$ cat config.mk
export PLATFORM = sky130hd
export DESIGN_NAME = store_commit_buffer_flat
export DESIGN_NICKNAME = d
export VERILOG_FILES = /design/src/rtl/store_commit_buffer_pkg.sv /design/src/rtl/store_commit_buffer_if.sv /design/src/rtl/store_commit_buffer_sb_addr_match.sv /design/src/rtl/store_commit_buffer.sv /design/src/flat_wrapper.sv
export SDC_FILE = /design/constraint.sdc
export NUM_CORES = 2
export LEC_CHECK = 0
export CAP_MARGIN = 10
export CORE_ASPECT_RATIO = 2
export CORE_MARGIN = 5
export CORE_UTILIZATION = 42
export CTS_BUF_LIST = sky130_fd_sc_hd__clkbuf_16
export DETAILED_ROUTE_END_ITERATION = 10
export GPL_TIMING_DRIVEN = 0
export MAX_ROUTING_LAYER = met4
export PLACE_DENSITY = 0.6
export SYNTH_ARGS = -nofsm -noshare
export SYNTH_HDL_FRONTEND = slang
export SYNTH_HIERARCHICAL = 1
export SYNTH_SLANG_ARGS = --single-unit
$ cat constraint.sdc
create_clock -name clk -period 9.05 [get_ports clk]
set_input_delay 1.3575 -clock clk [delete_from_list [all_inputs] [get_ports clk]]
set_output_delay 1.3575 -clock clk [all_outputs]
set_load 0.005 [all_outputs]
$ cat src/rtl/store_commit_buffer_pkg.sv
// Shared core constants and types for the store commit buffer and its neighbours.
package store_commit_buffer_pkg;

  // Existing core depth constants (ROB and memory reservation station).
  localparam int ROB_DEPTH      = 16;
  localparam int ROB_DEPTH_BITS = 4;
  localparam int MRS_DEPTH      = 8;
  localparam int MRS_DEPTH_BITS = 3;

  // Store commit buffer geometry.
  localparam int SB_DEPTH      = 8;
  localparam int SB_DEPTH_BITS = 3;

  localparam int ADDR_WIDTH = 32;
  localparam int DATA_WIDTH = 32;

  // Pointers carry one extra wrap bit so full and empty are distinguishable.
  typedef logic [SB_DEPTH_BITS:0] sb_ptr_t;

  typedef struct packed {
    logic                      valid;
    logic                      committed;
    logic [ROB_DEPTH_BITS-1:0] tag;
    logic [ADDR_WIDTH-1:0]     addr;
    logic [DATA_WIDTH-1:0]     data;
  } sb_entry_t;

  typedef enum logic [0:0] {
    SB_IDLE  = 1'b0,
    SB_ISSUE = 1'b1
  } sb_drain_state_t;

  localparam sb_entry_t SB_ENTRY_NULL = '{
    valid:     1'b0,
    committed: 1'b0,
    tag:       {ROB_DEPTH_BITS{1'b0}},
    addr:      {ADDR_WIDTH{1'b0}},
    data:      {DATA_WIDTH{1'b0}}
  };

  // Buffer is full when the slot indices match but the wrap bits differ.
  function automatic logic sb_ptr_full(input sb_ptr_t head, input sb_ptr_t tail);
    return (head[SB_DEPTH_BITS] != tail[SB_DEPTH_BITS]) &&
           (head[SB_DEPTH_BITS-1:0] == tail[SB_DEPTH_BITS-1:0]);
  endfunction

  // Slot index of a pointer (wrap bit dropped).
  function automatic logic [SB_DEPTH_BITS-1:0] sb_ptr_idx(input sb_ptr_t ptr);
    return ptr[SB_DEPTH_BITS-1:0];
  endfunction

endpackage

$ cat src/rtl/store_commit_buffer_if.sv
// Bundle of store-in, commit, load-lookup, D-cache write and status signals.
interface store_commit_buffer_if;
  import store_commit_buffer_pkg::*;

  logic                      st_valid;
  logic [ROB_DEPTH_BITS-1:0] st_tag;
  logic [ADDR_WIDTH-1:0]     st_addr;
  logic [DATA_WIDTH-1:0]     st_data;
  logic                      st_ready;
  logic                      commit_valid;
  logic [ROB_DEPTH_BITS-1:0] commit_tag;
  logic                      flush;
  logic [ADDR_WIDTH-1:0]     ld_addr;
  logic                      ld_match;
  logic [DATA_WIDTH-1:0]     ld_fwd_data;
  logic                      dc_wr_valid;
  logic [ADDR_WIDTH-1:0]     dc_wr_addr;
  logic [DATA_WIDTH-1:0]     dc_wr_data;
  logic                      dc_stall;
  logic [SB_DEPTH_BITS:0]    sb_count;
  logic                      sb_empty;
  logic                      commit_err;

  modport master (
    output st_valid, st_tag, st_addr, st_data, commit_valid, commit_tag,
           flush, ld_addr, dc_stall,
    input  st_ready, ld_match, ld_fwd_data, dc_wr_valid, dc_wr_addr,
           dc_wr_data, sb_count, sb_empty, commit_err
  );

  modport slave (
    input  st_valid, st_tag, st_addr, st_data, commit_valid, commit_tag,
           flush, ld_addr, dc_stall,
    output st_ready, ld_match, ld_fwd_data, dc_wr_valid, dc_wr_addr,
           dc_wr_data, sb_count, sb_empty, commit_err
  );

endinterface

$ cat src/rtl/store_commit_buffer_sb_addr_match.sv
// Youngest-hit address search over the buffer slots plus the drain output register.
module sb_addr_match
  import store_commit_buffer_pkg::*;
#(
  parameter int N  = SB_DEPTH,
  parameter int IW = SB_DEPTH_BITS
) (
  input  logic [N-1:0]          ent_valid,
  input  logic [ADDR_WIDTH-1:0] ent_addr [N],
  input  logic [DATA_WIDTH-1:0] ent_data [N],
  input  logic [IW-1:0]         tail_idx,
  input  logic                  out_valid,
  input  logic [ADDR_WIDTH-1:0] out_addr,
  input  logic [DATA_WIDTH-1:0] out_data,
  input  logic [ADDR_WIDTH-1:0] ld_addr,
  output logic                  hit,
  output logic [DATA_WIDTH-1:0] hit_data
);

  logic sel_s;

  // Sweep from oldest (output register, then tail-N) to youngest (tail-1) so the youngest hit wins.
  always_comb begin
    sel_s    = out_valid & (out_addr == ld_addr);
    hit      = sel_s;
    hit_data = sel_s ? out_data : {DATA_WIDTH{1'b0}};
    for (int k = N; k >= 1; k--) begin
      sel_s    = ent_valid[tail_idx - IW'(k)] & (ent_addr[tail_idx - IW'(k)] == ld_addr);
      hit      = hit | sel_s;
      hit_data = sel_s ? ent_data[tail_idx - IW'(k)] : hit_data;
    end
  end

endmodule

$ cat src/rtl/store_commit_buffer.sv
// Speculative store buffer: in-order commit, one-at-a-time D-cache drain, load forwarding.
module store_commit_buffer
  import store_commit_buffer_pkg::*;
(
  input logic                  clk,
  input logic                  rst_n,
  store_commit_buffer_if.slave bus
);

  localparam sb_ptr_t PTR_ONE = sb_ptr_t'(1'b1);

  sb_entry_t                entries_r [SB_DEPTH];
  sb_ptr_t                  head_r;
  sb_ptr_t                  cm_r;
  sb_ptr_t                  tail_r;
  sb_drain_state_t          state_r;
  logic                     dc_wr_valid_r;
  logic [ADDR_WIDTH-1:0]    out_addr_r;
  logic [DATA_WIDTH-1:0]    out_data_r;
  logic                     commit_err_r;

  logic [SB_DEPTH_BITS-1:0] head_idx_s;
  logic [SB_DEPTH_BITS-1:0] cm_idx_s;
  logic [SB_DEPTH_BITS-1:0] tail_idx_s;
  logic                     full_s;
  logic                     enq_s;
  logic                     commit_ok_s;
  logic                     head_ready_s;
  logic                     load_s;
  sb_ptr_t                  cm_next_s;
  logic [SB_DEPTH-1:0]      ent_valid_s;
  logic [ADDR_WIDTH-1:0]    ent_addr_s [SB_DEPTH];
  logic [DATA_WIDTH-1:0]    ent_data_s [SB_DEPTH];
  logic                     ld_hit_s;
  logic [DATA_WIDTH-1:0]    ld_data_s;

  // Decode enqueue, commit legality and drain load from the registered state.
  always_comb begin
    head_idx_s   = sb_ptr_idx(head_r);
    cm_idx_s     = sb_ptr_idx(cm_r);
    tail_idx_s   = sb_ptr_idx(tail_r);
    full_s       = sb_ptr_full(head_r, tail_r);
    enq_s        = bus.st_valid & ~full_s & ~bus.flush;
    commit_ok_s  = bus.commit_valid & entries_r[cm_idx_s].valid &
                   ~entries_r[cm_idx_s].committed &
                   (entries_r[cm_idx_s].tag == bus.commit_tag);
    cm_next_s    = commit_ok_s ? (cm_r + PTR_ONE) : cm_r;
    head_ready_s = entries_r[head_idx_s].valid & entries_r[head_idx_s].committed;
    case (state_r)
      SB_IDLE:  load_s = head_ready_s;
      SB_ISSUE: load_s = head_ready_s & ~bus.dc_stall;
      default:  load_s = 1'b0;
    endcase
  end

  // Per-slot updates: drain frees head, commit marks cm, enqueue fills tail, flush drops speculation.
  always_ff @(posedge clk) begin
    for (int i = 0; i < SB_DEPTH; i++) begin
      if (!rst_n) begin
        entries_r[i] <= SB_ENTRY_NULL;
      end else if (load_s && (SB_DEPTH_BITS'(i) == head_idx_s)) begin
        entries_r[i].valid     <= 1'b0;
        entries_r[i].committed <= 1'b0;
      end else if (commit_ok_s && (SB_DEPTH_BITS'(i) == cm_idx_s)) begin
        entries_r[i].committed <= 1'b1;
      end else if (enq_s && (SB_DEPTH_BITS'(i) == tail_idx_s)) begin
        entries_r[i] <= '{valid: 1'b1, committed: 1'b0, tag: bus.st_tag,
                          addr: bus.st_addr, data: bus.st_data};
      end else if (bus.flush && !entries_r[i].committed) begin
        entries_r[i].valid <= 1'b0;
      end
    end
  end

  // Pointer advance; a flush pulls tail back to the post-commit cm pointer.
  always_ff @(posedge clk) begin
    if (!rst_n) begin
      head_r <= {(SB_DEPTH_BITS+1){1'b0}};
      cm_r   <= {(SB_DEPTH_BITS+1){1'b0}};
      tail_r <= {(SB_DEPTH_BITS+1){1'b0}};
    end else begin
      head_r <= load_s ? (head_r + PTR_ONE) : head_r;
      cm_r   <= cm_next_s;
      if (bus.flush) begin
        tail_r <= cm_next_s;
      end else begin
        tail_r <= enq_s ? (tail_r + PTR_ONE) : tail_r;
      end
    end
  end

  // Drain FSM with registered D-cache request; back-to-back issue when the next head is committed.
  always_ff @(posedge clk) begin
    if (!rst_n) begin
      state_r       <= SB_IDLE;
      dc_wr_valid_r <= 1'b0;
      out_addr_r    <= {ADDR_WIDTH{1'b0}};
      out_data_r    <= {DATA_WIDTH{1'b0}};
    end else begin
      case (state_r)
        SB_IDLE: begin
          if (load_s) begin
            state_r       <= SB_ISSUE;
            dc_wr_valid_r <= 1'b1;
            out_addr_r    <= entries_r[head_idx_s].addr;
            out_data_r    <= entries_r[head_idx_s].data;
          end else begin
            state_r       <= SB_IDLE;
            dc_wr_valid_r <= 1'b0;
          end
        end
        SB_ISSUE: begin
          if (bus.dc_stall) begin
            state_r       <= SB_ISSUE;
            dc_wr_valid_r <= 1'b1;
          end else if (load_s) begin
            state_r       <= SB_ISSUE;
            dc_wr_valid_r <= 1'b1;
            out_addr_r    <= entries_r[head_idx_s].addr;
            out_data_r    <= entries_r[head_idx_s].data;
          end else begin
            state_r       <= SB_IDLE;
            dc_wr_valid_r <= 1'b0;
          end
        end
        default: begin
          state_r       <= SB_IDLE;
          dc_wr_valid_r <= 1'b0;
        end
      endcase
    end
  end

  // Sticky flag for any commit that does not match the oldest uncommitted store.
  always_ff @(posedge clk) begin
    if (!rst_n) begin
      commit_err_r <= 1'b0;
    end else if (bus.commit_valid && !commit_ok_s) begin
      commit_err_r <= 1'b1;
    end
  end

  // Flatten slot fields for the lookup search.
  always_comb begin
    for (int i = 0; i < SB_DEPTH; i++) begin
      ent_valid_s[i] = entries_r[i].valid;
      ent_addr_s[i]  = entries_r[i].addr;
      ent_data_s[i]  = entries_r[i].data;
    end
  end

  sb_addr_match #(
    .N  (SB_DEPTH),
    .IW (SB_DEPTH_BITS)
  ) u_match (
    .ent_valid (ent_valid_s),
    .ent_addr  (ent_addr_s),
    .ent_data  (ent_data_s),
    .tail_idx  (tail_idx_s),
    .out_valid (state_r == SB_ISSUE),
    .out_addr  (out_addr_r),
    .out_data  (out_data_r),
    .ld_addr   (bus.ld_addr),
    .hit       (ld_hit_s),
    .hit_data  (ld_data_s)
  );

  assign bus.st_ready    = ~full_s;
  assign bus.sb_count    = tail_r - head_r;
  assign bus.sb_empty    = (tail_r == head_r) && (state_r == SB_IDLE);
  assign bus.dc_wr_valid = dc_wr_valid_r;
  assign bus.dc_wr_addr  = out_addr_r;
  assign bus.dc_wr_data  = out_data_r;
  assign bus.commit_err  = commit_err_r;
  assign bus.ld_match    = ld_hit_s;
  assign bus.ld_fwd_data = ld_data_s;

endmodule

$ cat src/flat_wrapper.sv
// flat-port wrapper written by rule: the top's interface ports become plain ports
module store_commit_buffer_flat import store_commit_buffer_pkg::*;
  (clk, rst_n, bus_st_valid, bus_st_tag, bus_st_addr, bus_st_data, bus_commit_valid, bus_commit_tag, bus_flush, bus_ld_addr, bus_dc_stall, bus_st_ready, bus_ld_match, bus_ld_fwd_data, bus_dc_wr_valid, bus_dc_wr_addr, bus_dc_wr_data, bus_sb_count, bus_sb_empty, bus_commit_err);
  store_commit_buffer_if bus_i ();
  input logic clk;
  input logic rst_n;
  input wire logic [$bits(bus_i.st_valid)-1:0] bus_st_valid;
  input wire logic [$bits(bus_i.st_tag)-1:0] bus_st_tag;
  input wire logic [$bits(bus_i.st_addr)-1:0] bus_st_addr;
  input wire logic [$bits(bus_i.st_data)-1:0] bus_st_data;
  input wire logic [$bits(bus_i.commit_valid)-1:0] bus_commit_valid;
  input wire logic [$bits(bus_i.commit_tag)-1:0] bus_commit_tag;
  input wire logic [$bits(bus_i.flush)-1:0] bus_flush;
  input wire logic [$bits(bus_i.ld_addr)-1:0] bus_ld_addr;
  input wire logic [$bits(bus_i.dc_stall)-1:0] bus_dc_stall;
  output wire logic [$bits(bus_i.st_ready)-1:0] bus_st_ready;
  output wire logic [$bits(bus_i.ld_match)-1:0] bus_ld_match;
  output wire logic [$bits(bus_i.ld_fwd_data)-1:0] bus_ld_fwd_data;
  output wire logic [$bits(bus_i.dc_wr_valid)-1:0] bus_dc_wr_valid;
  output wire logic [$bits(bus_i.dc_wr_addr)-1:0] bus_dc_wr_addr;
  output wire logic [$bits(bus_i.dc_wr_data)-1:0] bus_dc_wr_data;
  output wire logic [$bits(bus_i.sb_count)-1:0] bus_sb_count;
  output wire logic [$bits(bus_i.sb_empty)-1:0] bus_sb_empty;
  output wire logic [$bits(bus_i.commit_err)-1:0] bus_commit_err;
  assign bus_i.st_valid = bus_st_valid;
  assign bus_i.st_tag = bus_st_tag;
  assign bus_i.st_addr = bus_st_addr;
  assign bus_i.st_data = bus_st_data;
  assign bus_i.commit_valid = bus_commit_valid;
  assign bus_i.commit_tag = bus_commit_tag;
  assign bus_i.flush = bus_flush;
  assign bus_i.ld_addr = bus_ld_addr;
  assign bus_i.dc_stall = bus_dc_stall;
  assign bus_st_ready = bus_i.st_ready;
  assign bus_ld_match = bus_i.ld_match;
  assign bus_ld_fwd_data = bus_i.ld_fwd_data;
  assign bus_dc_wr_valid = bus_i.dc_wr_valid;
  assign bus_dc_wr_addr = bus_i.dc_wr_addr;
  assign bus_dc_wr_data = bus_i.dc_wr_data;
  assign bus_sb_count = bus_i.sb_count;
  assign bus_sb_empty = bus_i.sb_empty;
  assign bus_commit_err = bus_i.commit_err;
  store_commit_buffer u_core (.clk(clk), .rst_n(rst_n), .bus(bus_i));
endmodule
==> qor.txt, run 1 <==
first-pass GRT wire length: 568.8 mm
Syn Area/Cell: 11.69 sq um
Post-Syn Instances: 4733
Final GP Congestion: 1.280
Failed at: global routing
root buffer cell: clkbuf_16
Sink Count: 641
vias in the first global route: 58374
Seq/Total Area, Yosys: 33.33%
total grt overflow: 138
yosys warns: 6
starting density of the core: 42.22%
Syn Std Cell Area: 55320 sq um
Die Y: 523.3 um
Final HPWL DP: 298.4 mm
share of flip-flops with an asynchronous set or reset: 0%
outcome: aborted with a tool error
# IOs: 215
htree depth: 2
Die X: 266.6 um
largest net degree at the start of global routing: 41
Hold Buf Count CTS: 0
GRT Overall Usage: 61.86%
Post-synth top flop: edfxtp_1
CTS Buffer Depth: 3
#FFs+latches synth: 641
number of distinct library cells after synthesis: 89
stop err: [ERROR GRT-0116] Global routing finished with congestion. Check the congestion regions in the DRC Viewer.
# port buffers: 190
CTS Buf Count: 59
EDFF count, synth: 560
Cell Rows: 188
synthesized net count: 4867
dpl cell area: 60360 sq um
[what timing repair did]
action	in CTS
gates resized for setup	184
setup endpoints to repair	33
pin swaps	11
buffers inserted	36
cloned	0
[cells in the mapped netlist (15+ instances only)]
| library cell | count | area [sq um] |
|---|---|---|
| inv_1 | 41 | 153.9 |
| buf_2 | 137 | 685.7 |
| xor2_1 | 46 | 402.9 |
| dfxtp_1 | 81 | 1622 |
| mux2_2 | 78 | 878.3 |
| nor3_1 | 192 | 960.9 |
| nor2_1 | 463 | 1738 |
| o21ai_0 | 122 | 610.6 |
| a22oi_1 | 15 | 112.6 |
| nand2b_1 | 15 | 93.84 |
| nand2_1 | 465 | 1745 |
| ha_1 | 23 | 287.8 |
| buf_6 | 47 | 529.3 |
| o2111ai_1 | 40 | 350.3 |
| a21oi_1 | 71 | 355.3 |
| nor4_1 | 20 | 125.1 |
| edfxtp_1 | 560 | 16820 |
| nand3_1 | 123 | 615.6 |
| a211oi_1 | 75 | 563.0 |
| clkbuf_1 | 205 | 769.5 |
| xnor2_1 | 221 | 1936 |
| a31oi_1 | 91 | 569.3 |
| buf_4 | 38 | 285.3 |
| nand4_1 | 73 | 456.7 |
| o22ai_1 | 30 | 187.7 |
| and3_1 | 16 | 100.1 |
| buf_1 | 34 | 127.6 |
| mux4_2 | 677 | 15250 |
| mux2i_1 | 404 | 4044 |
| nor3_2 | 50 | 500.5 |
| a21o_1 | 68 | 510.5 |
[stage by stage]
stage	setup slack (ns)	setup TNS [ns]	hold slack, ns	cells
after CTS	-0.01076	-0.02132	0.4668	6827
after global placement	-8.076	-1739.26	0.4578	6633
after detailed placement	-3.627	-112.77	0.4553	6680
after floorplan	1.023	0	0.4421	4733
[layer usage]
layer	global-route usage, %	overflow
met4	66.23	62
met1	57.91	0
met2	86.57	76
met5	-	-
met3	31.24	0
[logic make-up after synthesis]
group	share of synthesized area, %
adder cells (fa/ha/maj)	0.5564
flip-flops	33.33
multiplexers	36.93
buffers and inverters	5.008
AO/OA/AOI/OAI	7.321
AND/OR/NAND/NOR	12.62
XOR/XNOR	4.227
==> run 2, diff against run 1 <==
- CORE_ASPECT_RATIO: 2 -> unset
- CORE_UTILIZATION: 42 -> 27
- CTS_BUF_LIST: sky130_fd_sc_hd__clkbuf_16 -> unset
- MAX_ROUTING_LAYER: met4 -> unset
- PLACE_DENSITY: 0.6 -> unset
- PLACE_DENSITY_LB_ADDON: unset -> 0.15
==> qor.txt, run 2 <==
outcome: finished, violations left
failing checks: negative setup slack
r2r setup slk: 3.81 ns
Seq/Total Area, Yosys: 33.33%
share of cells above drive strength 1: 27.38%
Layout fillers: 20636
Largest Register: u_core/entries_r
combinational power share: 32.7%
Skew-Pair Late Insertion Delay: 0.78 ns
root buffer cell: clkbuf_16
DRT Wirelength: 380.4 mm
vias in the first global route: 48721
share of flip-flops with an asynchronous set or reset: 0%
Switch Pwr: 3.998 mW
CP endpoint: bus_ld_fwd_data[2]
worst setup margin: -0.2185 ns
yosys warns: 6
EDFF count, synth: 560
Simple-Gate Fraction of Synth Area: 12.62%
min-delay worst type: reg2reg
Syn Std Cell Area: 55320 sq um
Pre-antenna DRT Iters: 6
Slew @ Worst Pin: 1.447 ns
post-synth top area share: 30.40%
Leakage: 20.50 nW
top layer reached by signal wires: met5
Sink Count: 641
sw frac: 37.49%
Die Y: 462.6 um
DRT iter0 DRCs: 8004
htree depth: 3
Max-Cap Viols: 0
Clock transition at path regs: 0.06 ns
Max Clk Rate: 107.9 MHz
# port buffers: 190
GRT Overall Usage: 34.29%
Post-synth top flop: edfxtp_1
hold slack: 0.4568 ns
Final Net Count: 5217
DR vias: 51491
# IOs: 215
#FFs+latches synth: 641
post-route ant nets: 0
CP Buf/Inv Count: 8
R2R Path Start: u_core/cm_r[1]
commonest non-fill, non-tap cell in the layout: mux4_2
Clock Skew: 0.07231 ns
first-pass GRT wire length: 494.3 mm
slowest CP cell: buf_2
Area growth syn-to-layout: 19.22%
crit-path cells: buf_6 -> buf_2 -> buf_2 -> buf_2 -> buf_2 -> mux4_2 -> xnor2_2 -> nand3_1 -> o22ai_1 -> o21ai_0 -> nor4_4 -> buf_4 -> nor2_1 -> buf_2 -> a31oi_2 -> clkdlybuf4s50_1
Reg power frac: 34.1%
Synth area leaders: edfxtp_1 30%, mux4_2 28%, mux2i_1 7.3%, xnor2_1 3.5%, nand2_1 3.2%
CP Launch Point: u_core/tail_r[1]
drt wl/cell: 48.42 um
min Tclk post-route: 9.268 ns
VDD IR-drop max: 127.0 uV
xor/xnor share of the synthesized area: 4.227%
CP dominant cell by count: buf_2
mux cell area share after synthesis: 36.93%
CTS Buf Count: 83
Crit path max-delay family: buffers and inverters
Rel. slew slack: 3.565%
CORE AREA: 204200 sq um
CTS tree: done
Post-Syn Instances: 4733
initial antenna violation count: 30
starting density of the core: 27.09%
WL met2: 153.6 mm
max incr delay on CP: 0.72 ns
Startpoint Class: register
RR Endpoint: u_core/entries_r[2][41]
largest net degree at the start of global routing: 39
Largest register FFs: 560
commonest cells after routing, fill and taps aside: 679 x mux4_2, 560 x edfxtp_1, 463 x nor2_1
worst path required time: 7.69 ns
synthesized net count: 4867
WL met3: 41.87 mm
Final Max Tran Viols: 0
number of distinct library cells after synthesis: 89
Final HPWL DP: 288.4 mm
post-synthesis compound-gate area fraction: 7.321%
Die X: 462.6 um
die area: 214000 sq um
Worst Path Arrival: 7.91 ns
most common cell in the synthesized netlist: mux4_2
Crit. path cell count: 16
CTS Buffer Depth: 3
Cell Rows: 166
post-layout total power: 10.66 mW
DRC violations left: 0
crit-path max FO: 10
Vias/cell: 6.554
clock power share: 33.2%
Tcrit/Tclk final: 102.4%
Final setup viols: 31
total grt overflow: 0
largest family of logic cells by synthesized area: multiplexers
R2R depth: 10
Internal Pwr Total: 6.666 mW
most frequent cells after synthesis: 677 x mux4_2, 560 x edfxtp_1, 465 x nand2_1
power density over the cells: 161.7 nW/um^2
CP Capture Type: output pin
Post-Synth Adder-Cell Area: 0.5564%
Critical Setup Path Class: reg2out
met1 wire length: 161.9 mm
Syn Area/Cell: 11.69 sq um
Final GP Congestion: 1.074
Final Hold Viols: 0
Synth area leader: edfxtp_1
==> run 2: what timing repair did <==
action	4_1_cts	5_1_grt
gates resized for setup	201	36
gates cloned	0	0
hold buffers	0	0
setup endpoints to repair	33	31
pin swaps	10	7
buffers inserted	18	4
==> run 2: cell families (layout without fill, tap and decap cells) <==
kind of cell,after synthesis,after routing
AND/OR/NAND/NOR,1497,1497
multiplexers,1169,1169
flip-flops,641,641
AO/OA/AOI/OAI,602,602
buffers and inverters,533,953
XOR/XNOR,267,267
adder cells (fa/ha/maj),24,24
other,0,16
==> run 2: cell type report <==
type                            instances  area [sq um]  share of cell area [%]
Inverter                               62         237.7                  0.3604
Antenna cell                           16         40.04                 0.06071
Multi-Input combinational cell       3559         34980                   53.04
Tap cell                             2688          3363                   5.099
Sequential cell                       641         18450                   27.97
Clock inverter                         41         538.0                  0.8158
Clock buffer                          114          2255                   3.419
Timing Repair Buffer                  267          3100                   4.701
Buffer                                469          2994                   4.540
==> run 2: worst min-delay path by stage <==
stage,endpoint,cells after the start,startpoint,slack (ns)
3_3_place_gp,u_core/bus.commit_err,2,u_core/bus.commit_err,0.44
6_report,u_core/bus.commit_err,2,u_core/bus.commit_err,0.46
2_1_floorplan,u_core/bus.commit_err,2,u_core/bus.commit_err,0.44
4_1_cts,u_core/bus.commit_err,2,u_core/bus.commit_err,0.46
5_1_grt,u_core/bus.commit_err,2,u_core/bus.commit_err,0.48
3_5_place_dp,u_core/bus.commit_err,2,u_core/bus.commit_err,0.45
==> run 2: worst min-delay path: cells and delay by family (launching register included) <==
family / cells / cell delay, ns
AO/OA/AOI/OAI: 1 / 0.05
flip-flops: 1 / 0.31
buffers and inverters: 1 / 0.05
==> run 2: power groups by stage <==
stage / logic [mW] / clock network (mW) / registers (mW)
after global placement: 3.19 / 0 / 3.72
final: 3.49 / 3.54 / 3.64
after global routing: 3.50 / 3.72 / 3.65
after CTS: 3.33 / 3.61 / 3.62
after detailed placement: 3.23 / 0 / 3.68
after floorplan: 1.78 / 0 / 3.55
==> run 2: per-layer routing <==
layer / vias to the layer above / track usage (%)
li1: 19412 / -
met1: 27357 / 48.22
met2: 3937 / 47.77
met3: 773 / 10.16
met4: 12 / 16.85
met5: - / 0
==> run 2: per-stage QoR <==
stage	setup TNS [ns]	util (%)	std cells	instance area [sq um]	setup slack (ns)
2_1_floorplan	0	-	4733	55320	1.023
5_1_grt	-0.01060	32.29	7843	65920	-0.004709
3_5_place_dp	-101.87	30.23	7663	61720	-3.294
4_1_cts	0	32.14	7834	65610	0.002397
3_3_place_gp	-1819.13	29.67	7611	60580	-8.212
6_report	-4.842	32.30	7857	65950	-0.2185
Power figures use the tool's default switching activity.
